File: src/rtl/binary_ram_pkg.sv
// Shared types and helpers for the binary_ram slice.
// Latency: n/a (types, constants and a combinational function only).
// Backpressure: n/a.
//
// Contents:
//   ram_state_t - clear sequencer state (CLEAR, READY)
//   PAR_MAX_W   - widest data word the parity helper accepts
//   even_parity - even-parity bit of a zero-extended data word
package binary_ram_pkg;

    typedef enum logic {
        CLEAR = 1'b0,
        READY = 1'b1
    } ram_state_t;

    localparam int PAR_MAX_W = 64;

    // Zero-extension does not change the XOR reduction, so callers pass
    // any word up to PAR_MAX_W bits cast to the full width.
    function automatic logic even_parity(input logic [PAR_MAX_W-1:0] d);
        return ^d;
    endfunction

endpackage

File: src/rtl/ram_clear_seq.sv
// Clear sequencer: walks every word address once after reset, then idles in READY.
// Latency: busy drops DEPTH cycles after the first cycle with rst=0.
// Backpressure: none; while busy the owning RAM ignores all accesses.
//
// Ports:
//   clk, rst  - clock, synchronous active-high reset
//   clr_we    - write zero to clr_addr this cycle
//   clr_addr  - address being cleared
//   busy      - registered, 1 in CLEAR, 0 in READY
module ram_clear_seq
    import binary_ram_pkg::*;
#(
    parameter int DEPTH  = 16,
    parameter int ADDR_W = $clog2(DEPTH)
) (
    input  logic              clk,
    input  logic              rst,
    output logic              clr_we,
    output logic [ADDR_W-1:0] clr_addr,
    output logic              busy
);

    localparam logic [ADDR_W-1:0] LAST_ADDR = ADDR_W'(DEPTH - 1);

    ram_state_t        state;
    logic [ADDR_W-1:0] clr_ptr;

    always_ff @(posedge clk) begin
        if (rst) begin
            state   <= CLEAR;
            clr_ptr <= '0;
            busy    <= 1'b1;
        end else begin
            case (state)
                CLEAR: begin
                    // The zero write to the last word lands on this same edge,
                    // so READY is entered with the whole array cleared.
                    if (clr_ptr == LAST_ADDR) begin
                        state   <= READY;
                        clr_ptr <= '0;
                        busy    <= 1'b0;
                    end else begin
                        clr_ptr <= clr_ptr + 1'b1;
                    end
                end
                READY: begin
                    busy <= 1'b0;
                end
                default: begin
                    state   <= CLEAR;
                    clr_ptr <= '0;
                    busy    <= 1'b1;
                end
            endcase
        end
    end

    assign clr_we   = (state == CLEAR) && !rst;
    assign clr_addr = clr_ptr;

endmodule

File: src/rtl/binary_ram.sv
// Single-port RAM with registered read, self-clearing after reset, optional word parity.
// Latency: write at the accepting edge; read data and rd_valid one cycle after acceptance.
// Backpressure: busy=1 during the post-reset clear; accesses issued then are dropped.
//
// Ports: clk, rst (sync active-high), cs, rd_wr (1=read, 0=write), addr, wr_data,
//        rd_data, rd_valid, busy, par_err (only when RAM_PARITY_EN is defined).
// Build option: `define RAM_PARITY_EN stores an even-parity bit with every word.
module binary_ram
    import binary_ram_pkg::*;
#(
    parameter int WIDTH  = 8,
    parameter int DEPTH  = 16,
    parameter int ADDR_W = $clog2(DEPTH)
) (
    input  logic              clk,
    input  logic              rst,
    input  logic              cs,
    input  logic              rd_wr,
    input  logic [ADDR_W-1:0] addr,
    input  logic [WIDTH-1:0]  wr_data,
    output logic [WIDTH-1:0]  rd_data,
    output logic              rd_valid,
    output logic              busy
`ifdef RAM_PARITY_EN
    ,
    output logic              par_err
`endif
);

`ifdef RAM_PARITY_EN
    localparam int WORD_W = WIDTH + 1;
`else
    localparam int WORD_W = WIDTH;
`endif

    // One extra bit so DEPTH itself is representable for the range check.
    localparam logic [ADDR_W:0] DEPTH_L = (ADDR_W + 1)'(DEPTH);

    logic [WORD_W-1:0] mem [DEPTH];
    logic [WORD_W-1:0] wr_word;
    logic [WORD_W-1:0] rd_word;
    logic              clr_we;
    logic [ADDR_W-1:0] clr_addr;
    logic              in_range;
    logic              access_ok;
    logic              wr_en;
    logic              rd_en;

    ram_clear_seq #(
        .DEPTH  (DEPTH),
        .ADDR_W (ADDR_W)
    ) u_clear_seq (
        .clk      (clk),
        .rst      (rst),
        .clr_we   (clr_we),
        .clr_addr (clr_addr),
        .busy     (busy)
    );

    assign in_range  = ({1'b0, addr} < DEPTH_L);
    assign access_ok = cs && !busy && !rst;
    assign wr_en     = access_ok && !rd_wr && in_range;
    assign rd_en     = access_ok && rd_wr;

`ifdef RAM_PARITY_EN
    assign wr_word = {even_parity(PAR_MAX_W'(wr_data)), wr_data};
`else
    assign wr_word = wr_data;
`endif

    // Only consumed when in_range is true, so the unguarded index is harmless.
    assign rd_word = mem[addr];

    // Storage carries no reset; the clear sequence zeroes it instead.
    always_ff @(posedge clk) begin
        if (clr_we) begin
            mem[clr_addr] <= '0;
        end else if (wr_en) begin
            mem[addr] <= wr_word;
        end
    end

    always_ff @(posedge clk) begin
        if (rst) begin
            rd_data  <= '0;
            rd_valid <= 1'b0;
        end else begin
            rd_valid <= rd_en;
            rd_data  <= (rd_en && in_range) ? rd_word[WIDTH-1:0] : '0;
        end
    end

`ifdef RAM_PARITY_EN
    // A correctly stored word has even total parity across data and parity bit.
    always_ff @(posedge clk) begin
        if (rst) begin
            par_err <= 1'b0;
        end else begin
            par_err <= rd_en && in_range && (^rd_word);
        end
    end
`endif

endmodule
File: config.mk
export PLATFORM = sky130hd
export DESIGN_NAME = binary_ram
export DESIGN_NICKNAME = d
export VERILOG_FILES = /design/src/rtl/binary_ram_pkg.sv /design/src/rtl/ram_clear_seq.sv /design/src/rtl/binary_ram.sv
export SDC_FILE = /design/constraint.sdc
export NUM_CORES = 1
export LEC_CHECK = 0
export ABC_AREA = 0
export BUFFER_PORTS_ARGS = -buffer_cell sky130_fd_sc_hd__buf_2
export CELL_PAD_IN_SITES_DETAIL_PLACEMENT = 1
export CELL_PAD_IN_SITES_GLOBAL_PLACEMENT = 1
export CORE_ASPECT_RATIO = 0.7
export CORE_MARGIN = 3
export CORE_UTILIZATION = 40
export CTS_BUF_LIST = sky130_fd_sc_hd__clkbuf_8 sky130_fd_sc_hd__clkbuf_16
export DETAILED_ROUTE_END_ITERATION = 8
export HOLD_SLACK_MARGIN = 0.12
export PLACE_DENSITY_LB_ADDON = 0.1
export SLEW_MARGIN = 25
export SYNTH_ARGS = -nofsm -noshare
export SYNTH_HDL_FRONTEND = slang
export SYNTH_SLANG_ARGS = --single-unit
File: constraint.sdc
create_clock -name clk -period 7.7 [get_ports clk]
set_input_delay 0.77 -clock clk [delete_from_list [all_inputs] [get_ports clk]]
set_output_delay 0.77 -clock clk [all_outputs]
set_load 0.05 [all_outputs]
==> results of run 1 <==
[per-stage QoR]
step	setup slack, ns	utilization [%]	power, mW	hold WS, ns
after floorplan	4.77	-	0.908	0.505
after global placement	4.34	45.0	0.930	0.513
after detailed placement	4.39	45.0	0.931	0.539
after CTS	4.79	49.5	1.77	0.555
after global routing	4.50	49.5	1.81	0.585
final	4.77	49.5	1.76	0.539
[power by group]
group	switching (mW)	internal, mW	total, mW
registers	0.00511	0.846	0.851
clock network	0.327	0.514	0.842
logic	0.0364	0.0277	0.0641
total	0.369	1.39	1.76
[state kept, by name, summed over array words and instances, names as in the netlist]
| signal | cells |
|---|---|
| mem | 128 |
| rd_data | 8 |
| rd_valid | 1 |
| u_clear_seq.busy | 1 |
| u_clear_seq.clr_addr | 4 |
| u_clear_seq.state | 1 |
[worst paths after layout]
path	slack, ns	startpoint	endpoint	cells past startpoint
worst max-delay path	4.77	u_clear_seq.state$_SDFF_PP0_	mem[2][3]$_DFFE_PP_	4
worst min-delay path	0.54	u_clear_seq.busy$_SDFFE_PP1P_	u_clear_seq.busy$_SDFFE_PP1P_	1
worst max register to register	4.77	u_clear_seq.state$_SDFF_PP0_	mem[2][3]$_DFFE_PP_	4
worst min register to register	0.54	u_clear_seq.busy$_SDFFE_PP1P_	u_clear_seq.busy$_SDFFE_PP1P_	1
[area by class of cell]
class,count,area [um^2],share of cell area (%)
Sequential cell,143,4140,62.2
Multi-Input combinational cell,129,1390,20.8
Clock buffer,17,425,6.39
Timing Repair Buffer,47,288,4.32
Tap cell,185,231,3.48
Clock inverter,15,183,2.74
Inverter,1,3.75,0.0564
[Yosys cell counts]
cell and count:
buf_1 3, nand4_1 1, mux2i_1 2, clkbuf_1 8
a31oi_1 1, or4bb_2 1, ha_1 1, and3_1 8
mux4_2 32, nand2_1 1, buf_2 6, dfxtp_1 15
o21ai_0 7, a21oi_1 10, nand2b_1 2, inv_1 1
o211ai_1 1, edfxtp_1 128, a22oi_1 16, and2_1 1
or3b_1 1, nand4b_1 2, a221oi_1 16, a21o_2 2
nand3_1 4, nor3b_1 1, or4_4 1, or3_1 1
nor2_1 7, nor2b_1 8, a21o_1 1, xnor2_1 1
clkbuf_2 1
[kinds of logic (layout without fill, tap and decap cells)]
| group | after synthesis | count (layout) |
|---|---|---|
| simple gates | 39 | 39 |
| buf+inv | 19 | 80 |
| mux | 34 | 34 |
| flops | 143 | 143 |
| compound gates | 54 | 54 |
| fa+ha+maj | 1 | 1 |
| xor+xnor | 1 | 1 |
[layer usage]
layer / part of all wire (%) / vias up / GRT usage [%]
met4: 0.69 / 0 / 3.99
met5: 0 / - / 0
li1: - / 1328 / -
met2: 48 / 77 / 26.7
met1: 47 / 1617 / 26.8
met3: 4.3 / 7 / 4.33
==> results.yml, run 1 <==
cts:
  cts_tree: "yes"
  cts_made_buffers: 17
  clock_sinks: 143
  cts_resized: 0
  insertion_delay_ns: 0.41
  ctsLongestPathBuffers: 2
  cts-root-buf: "clkbuf_16"
  clk_pin_slew_ns: 0.06
  post-cts-setup-buffer-count: 0
  htree_levels: 4
  ctsHoldBuffers: 0
timing:
  finalCritPeriodShare_pct: 38.1
  rsz0062_at_grt: "false"
  tightest_slew_ns: 1.01
  slew_headroom_pct: 32.4
  skew_ns: 0.0105
  setup_violations: 0
  fin_tns_setup_ns: 0
  timing.final.hold_violations: 0
  period_needed_ns: 2.93
  fmax_mhz: 341
  slew_violations: 0
detailed_routing:
  wl_per_cell_um: 24.0
  post-route-drc-count: 0
  drt_first_pass_iters: 5
  vias: 3029
  wirelength_um: 12900
  viasPerCell: 5.64
  drtIter0Drc: 189
  postRouteAntennaNets: 0
grt:
  antenna_found_initial: 0
  overflow: 0
  grt_pass1_vias: 3230
  grt_max_degree: 37
  grt.total_usage_pct: 17.9
  grt_pass1_wl_um: 20100
critical_path:
  crit_chain: "nor2b_1 -> nand4b_1 -> a221oi_1 -> buf_2"
  cpMaxStageDelayCell: "nor2b_1"
  critical_path_class: "reg -> reg"
  startpoint_type: "flip-flop"
  cp.arrival_ns: 3.05
  path_buf_inv: 1
  end_kind: "flip-flop"
  critical_path.max_stage_delay_ns: 0.85
  cp.required_ns: 7.82
  crit_fanout: 16
  path_delay_family: "simple AND/OR/NAND/NOR gates"
synthesis:
  synth-adder-area-share_pct: 0.223
  seq_area_frac_synth_pct: 73.9
  yosysUniqueCellTypes: 33
  yosysTopAreaCell: "edfxtp_1"
  synthMuxAreaShare_pct: 13.2
  ys_ff_latch: 143
  syn_inst: 291
  synth_fp_nets: 308
  syn_area_mm2: 0.00561
  synth_top_family_by_area: "multiplexers"
  synth_top_area_share_pct: 68.5
  yosysWarnings: 0
  synth_compound_area_share_pct: 6.85
  synth-simple-area-share_pct: 4.26
  avgSynthCellArea_um2: 19.3
  synth_xor_area_share_pct: 0.156
  ys_top_cells_by_area: "edfxtp_1 (69%), mux4_2 (13%), dfxtp_1 (5.4%), a221oi_1 (2.5%), a22oi_1 (2.1%)"
final_layout:
  final_cell_mix: "edfxtp_1 (128), mux4_2 (32), buf_2 (26)"
  drive_gt1_share_pct: 32.1
  fillers: 1264
  final_common_cell: "edfxtp_1"
  final_cells: 537
  finalNetCount: 356
  design_area_mm2: 0.00666
  syn_to_final_growth_pct: 18.7
  antenna_cells: 0
run:
  timing.max_cap.violations: 0
floorplan:
  rows: 35
  core_area_mm2: 0.0134
  die_w_um: 148
  start_util_pct: 41.7
  die_area_mm2: 0.0155
  ios: 26
  die_h_um: 105
place:
  dp_cells: 505
  gp_congestion: 0.767
  placed_cell_area_mm2: 0.00605
  numPortBuffers: 25
  dpl.hpwl_um: 8120
pwr:
  power_density_mw_per_mm2: 264
  ir_worst_vdd_uv: 138
  p_leak_nw: 2.00
min_path:
  hold_class: "reg -> reg"
status:
  status: "finished, final reports clean"
(Power assumes the default switching activity.)
==> run 2, diff against run 1 <==
--- a/config.mk
+++ b/config.mk
@@ -5,7 +5,7 @@
 export SDC_FILE = /design/constraint.sdc
 export NUM_CORES = 1
 export LEC_CHECK = 0
-export ABC_AREA = 0
+export ABC_AREA = 1
 export BUFFER_PORTS_ARGS = -buffer_cell sky130_fd_sc_hd__buf_2
 export CELL_PAD_IN_SITES_DETAIL_PLACEMENT = 1
 export CELL_PAD_IN_SITES_GLOBAL_PLACEMENT = 1
==> constraint.sdc (replaced) <==
create_clock -name clk -period 2.9 [get_ports clk]
set_input_delay 0.29 -clock clk [delete_from_list [all_inputs] [get_ports clk]]
set_output_delay 0.29 -clock clk [all_outputs]
set_load 0.05 [all_outputs]
==> run 2 against run 1 <==
Sequential power grew to 2.7 times the previous value. Worst hold slack got worse by 0.32 ns. Register-to-register slack got worse by 4.4 ns. Largest cell class unchanged. Cell area grew 9.8%. Critical path type is now in -> reg. Sequential share of layout area shrank 5.5 points. Critical path depth increased by 3. Clock skew is 0.0016 ns lower. First-iteration DRC count increased by 45%.
==> results.yml, run 2 <==
floorplan:
  core_area_mm2: 0.0150
  die_area_mm2: 0.0172
  ios: 26
  rows: 37
  die_w_um: 156
  die_h_um: 111
  start_util_pct: 41.8
pwr:
  pwr-share-clk_pct: 47.7
  p_sw_mw: 1.03
  ir_worst_vdd_uv: 335
  intPower_mw: 3.75
  swShare_pct: 21.5
  power_density_mw_per_mm2: 653
  total_power_mw: 4.77
  seq_power_share_pct: 47.3
  p_leak_nw: 3.34
  combPwrFrac_pct: 5.0
timing:
  skew_ns: 0.00889
  rsz0062_at_grt: "false"
  slew_violations: 0
  timing.final.hold_violations: 0
  tightest_slew_ns: 0.885
  slew_headroom_pct: 40.8
  fin_tns_setup_ns: 0
  fmax_mhz: 387
  setup_violations: 0
  period_needed_ns: 2.59
  finalCritPeriodShare_pct: 89.2
  fin_ws_ns: 0.313
synthesis:
  synth-edff-count: 128
  synth_common_cells: "nand2_1 (188), inv_1 (129), edfxtp_1 (128)"
  yosysMostFrequentCell: "nand2_1"
  synth_fp_nets: 666
  synth-main-ff-cell: "edfxtp_1"
  async_flop_share_pct: 0
  ys_ff_latch: 143
  ys_top_cells_by_area: "edfxtp_1 (61%), nand2_1 (11%), inv_1 (7.7%), nand3_1 (7.5%), dfxtp_1 (4.8%)"
  avgSynthCellArea_um2: 9.66
  yosysUniqueCellTypes: 21
  seq_area_frac_synth_pct: 66.1
  synth_top_area_share_pct: 61.3
  yosysWarnings: 0
  syn_inst: 649
  syn_area_mm2: 0.00627
  yosysTopAreaCell: "edfxtp_1"
grt:
  overflow: 0
  grt.total_usage_pct: 20.8
  grt_pass1_wl_um: 26500
  antenna_found_initial: 0
  grt_max_degree: 65
  grt_pass1_vias: 4604
cts:
  cts_made_buffers: 17
  post-cts-setup-buffer-count: 0
  clock_sinks: 143
  cts-root-buf: "clkbuf_16"
  cts_tree: "yes"
  ctsHoldBuffers: 1
  ctsLongestPathBuffers: 2
  htree_levels: 4
  clk_pin_slew_ns: 0.06
  cts_resized: 0
  insertion_delay_ns: 0.43
final_layout:
  largest_register_ff_count: 128
  final_common_cell: "nand2_1"
  fillers: 1723
  finish.utilization_pct: 48.7
  antenna_cells: 0
  regMostFlops: "mem"
  syn_to_final_growth_pct: 16.7
  drive_gt1_share_pct: 11.8
  design_area_mm2: 0.00731
  multi_input_area_mm2: 0.00150
  seqCellArea_mm2: 0.00414
  final_cell_mix: "nand2_1 (188), inv_1 (129), edfxtp_1 (128)"
  finalNetCount: 708
run:
  timing.max_cap.violations: 0
detailed_routing:
  post-route-drc-count: 0
  viasPerCell: 4.94
  drtIter0Drc: 274
  drt_first_pass_iters: 4
  wl_per_cell_um: 18.9
  vias: 4437
  postRouteAntennaNets: 0
  wirelength_um: 17000
place:
  numPortBuffers: 25
  dpl.hpwl_um: 10900
  gp_congestion: 0.821
  dp_slack_ns: 0.435
  placed_cell_area_mm2: 0.00668
critical_path:
  critPathLaunch: "rst"
  crit_fanout: 8
  startpoint_type: "input pin"
  rrSetupSlack_ns: 0.41
  cp.arrival_ns: 2.64
  critical_path_class: "in -> reg"
  rr_startpoint: "u_clear_seq.state$_SDFF_PP0_"
  cp.required_ns: 2.95
  end_kind: "flip-flop"
min_path:
  hold_class: "in -> reg"
  hold_start: "wr_data[0]"
status:
  status: "finished, final reports clean"
-- run 2: cell count changes after synthesis, sizes merged, moves of 3 or more --
cell and delta:
nand2 +188, inv +129, nand3 +90, mux4 -32, nor2 +28, a221oi -16
a22oi -16, buf +11, and3 -8, nor2b -8, nand4 +5, a21o -3
a21oi +3
-- run 2: logic make-up (layout without fill, tap and decap cells) --
family	Yosys count	in the layout	synth area share [%]
AO/OA/AOI/OAI	20	20	1.64
adder cells (fa/ha/maj)	1	1	0.200
buffers and inverters	159	214	10.0
flip-flops	143	143	66.1
AND/OR/NAND/NOR	326	326	22.0
-- run 2: worst paths after layout --
| path | cells after the start | to |
|---|---|---|
| hold reg to reg | 1 | u_clear_seq.clr_addr[1]$_SDFFE_PP0N_ |
| setup / recovery | 7 | mem[2][7]$_DFFE_PP_ |
| setup reg to reg | 8 | mem[2][7]$_DFFE_PP_ |
| hold / removal | 3 | mem[10][0]$_DFFE_PP_ |
-- run 2: worst max-delay path: stages --
cell           delay (ns)
dlygate4sd3_1        0.52
buf_2                0.16
nor3_1               0.48
nand2_1              0.12
nand2_1              0.15
nand3_1              0.19
nor2_1               0.72
-- run 2: layout make-up --
cell class | instances | share of cell area (%)
Clock buffer | 21 | 6.57
Sequential cell | 143 | 56.7
Inverter | 132 | 6.78
Multi-Input combinational cell | 347 | 20.5
Timing Repair Buffer | 50 | 4.31
Clock inverter | 11 | 1.87
Tap cell | 195 | 3.34
-- run 2: layer usage --
layer,global-route usage (%),vias up,share of wire [%]
met3,4.68,14,4.3
met1,29.8,2188,49
met2,31.8,80,45
met5,0,-,0
li1,-,2155,-
met4,6.01,0,1.1
-- run 2: metrics by stage --
stage               cells  hold slack (ns)
floorplan             649            0.368
global placement      866            0.441
detailed placement    866            0.468
CTS                   899            0.207
global route          899            0.219
finish                899            0.221
-- run 2: power by group through the flow --
stage	Sequential (mW)	Clock (mW)	Combinational (mW)
3_5_place_dp	2.30	0	0.238
3_3_place_gp	2.30	0	0.231
6_report	2.26	2.28	0.239
4_1_cts	2.26	2.31	0.241
5_1_grt	2.26	2.41	0.270
2_1_floorplan	2.30	0	0.156
==> run 3, diff against run 2 <==
--- a/config.mk
+++ b/config.mk
@@ -5,14 +5,13 @@
 export SDC_FILE = /design/constraint.sdc
 export NUM_CORES = 1
 export LEC_CHECK = 0
-export ABC_AREA = 1
 export BUFFER_PORTS_ARGS = -buffer_cell sky130_fd_sc_hd__buf_2
 export CELL_PAD_IN_SITES_DETAIL_PLACEMENT = 1
 export CELL_PAD_IN_SITES_GLOBAL_PLACEMENT = 1
 export CORE_ASPECT_RATIO = 0.7
 export CORE_MARGIN = 3
 export CORE_UTILIZATION = 40
-export CTS_BUF_LIST = sky130_fd_sc_hd__clkbuf_8 sky130_fd_sc_hd__clkbuf_16
+export CTS_BUF_LIST = sky130_fd_sc_hd__clkbuf_16
 export DETAILED_ROUTE_END_ITERATION = 8
 export HOLD_SLACK_MARGIN = 0.12
 export PLACE_DENSITY_LB_ADDON = 0.1
==> run 3 against run 2 <==
Sequential cell count is the same. Cell area shrank 8.6%. Clock power fell by 2%. Count of clock-buffer cells in the layout is 4 lower. Sequential share of layout area grew 5.3 points. First-iteration DRC count fell by 11%. Via count shrank 31%. Utilization up 0.99 points. Critical path type is now reg -> reg.
==> results.yml, run 3 (synthesis results as in run 1) <==
status:
  status: "finished, final reports clean"
detailed_routing:
  wl_met2_um: 5940
  post-route-drc-count: 0
  vias: 3076
  drtIter0Drc: 244
  viasPerCell: 5.72
  highest_layer: "met4"
  wl_met1_um: 6340
  drt_first_pass_iters: 5
  postRouteAntennaNets: 0
  wl_met3_um: 915
  wirelength_um: 13300
  wl_per_cell_um: 24.8
critical_path:
  critical_path_class: "reg -> reg"
  end_kind: "flip-flop"
  cpMaxStageDelayCell: "or4_4"
  critPathLaunch: "u_clear_seq.busy$_SDFFE_PP1P_"
  critical_path.max_stage_delay_ns: 0.57
  cp.arrival_ns: 2.40
  rr_startpoint: "u_clear_seq.busy$_SDFFE_PP1P_"
  cp.required_ns: 3.01
  crit_fanout: 9
  startpoint_type: "flip-flop"
  path_buf_inv: 1
  path_delay_family: "simple AND/OR/NAND/NOR gates"
  crit_chain: "or3b_1 -> or4_4 -> a221oi_1 -> buf_4"
pwr:
  pwr-share-clk_pct: 47.8
  intPower_mw: 3.74
  total_power_mw: 4.66
  p_sw_uw: 920
  swShare_pct: 19.7
  seq_power_share_pct: 48.4
  power_density_mw_per_mm2: 697
  combPwrFrac_pct: 3.8
  p_leak_nw: 2.02
  ir_worst_vdd_uv: 343
final_layout:
  final_common_cell: "edfxtp_1"
  largest_register_ff_count: 128
  fillers: 1252
  regMostFlops: "mem"
  syn_to_final_growth_pct: 19.2
  final_cells: 538
  drive_gt1_share_pct: 31.7
  finish.utilization_pct: 49.7
  multi_input_area_mm2: 0.00139
  seqCellArea_mm2: 0.00414
  final_cell_mix: "edfxtp_1 (128), mux4_2 (32), buf_2 (25)"
  design_area_mm2: 0.00669
  antenna_cells: 0
  finalNetCount: 358
timing:
  fmax_mhz: 436
  tightest_slew_ns: 0.833
  skew_ns: 0.0137
  period_needed_ns: 2.29
  setup_violations: 0
  slew_violations: 0
  finalCritPeriodShare_pct: 79.1
  fin_ws_ns: 0.606
  slew_headroom_pct: 44.5
  hold_slack_ns: 0.186
  fin_tns_setup_ns: 0
  timing.final.hold_violations: 0
  rsz0062_at_grt: "false"
cts:
  cts_tree: "yes"
  ctsHoldBuffers: 0
  cts_made_buffers: 17
  htree_levels: 4
  clk_pin_slew_ns: 0.06
  ctsLongestPathBuffers: 2
  cts-root-buf: "clkbuf_16"
  cts_resized: 0
  clock_sinks: 143
  insertion_delay_ns: 0.42
  post-cts-setup-buffer-count: 0
grt:
  grt.total_usage_pct: 18.4
  grt_pass1_vias: 3177
  antenna_found_initial: 0
  overflow: 0
  grt_max_degree: 25
  grt_pass1_wl_um: 20600
floorplan:
  die_area_mm2: 0.0155
  rows: 35
  start_util_pct: 41.7
  ios: 26
  die_h_um: 105
  core_area_mm2: 0.0134
  die_w_um: 148
min_path:
  hold_start: "rst"
  hold_class: "in -> reg"
place:
  dp_cells: 507
  gp_congestion: 0.737
  placed_cell_area_mm2: 0.00608
  dpl.hpwl_um: 8540
  numPortBuffers: 25
  dp_slack_ns: 0.586
run:
  timing.max_cap.violations: 0
[run 3: cell types whose count changed in the layout (fill, tap and decap cells not counted), sizes merged, moves of 28 or more]
| cell | previous run | this run |
|---|---|---|
| inv | 131 | 3 |
| nand2 | 189 | 1 |
| nor2 | 35 | 7 |
| mux4 | 0 | 32 |
| nand3 | 94 | 4 |
[run 3: layout make-up]
type,count,share of cell area [%]
clock inverter,14,2.66
multi-input combinational,129,20.7
inverter,1,0.0561
sequential,143,62.0
clock buffer,17,6.36
timing repair buffer,49,4.75
tap,185,3.46
[run 3: layer usage]
metal / GRT usage (%) / vias up
met5: 0 / -
met4: 5.39 / 0
met3: 4.55 / 11
met2: 26.0 / 109
met1: 28.3 / 1624
li1: - / 1332
[run 3: power groups by stage]
stage | clock [mW] | combinational (mW) | sequential [mW]
3_3_place_gp | 0 | 0.172 | 2.30
5_1_grt | 2.37 | 0.191 | 2.26
3_5_place_dp | 0 | 0.176 | 2.30
4_1_cts | 2.27 | 0.178 | 2.26
2_1_floorplan | 0 | 0.113 | 2.30
6_report | 2.23 | 0.175 | 2.26
[run 3: final timing paths]
kind	to	cells after the start	slack (ns)
hold reg to reg	u_clear_seq.busy$_SDFFE_PP1P_	1	0.54
setup reg to reg	mem[0][1]$_DFFE_PP_	4	0.61
hold / removal	u_clear_seq.clr_addr[0]$_SDFFE_PP0N_	2	0.19
setup / recovery	mem[0][1]$_DFFE_PP_	4	0.61
[run 3: worst reg2reg max path, stage by stage (launching register included)]
cell and delay [ns]:
dfxtp_1 0.34, or3b_1 0.52, or4_4 0.57, a221oi_1 0.32, buf_4 0.25
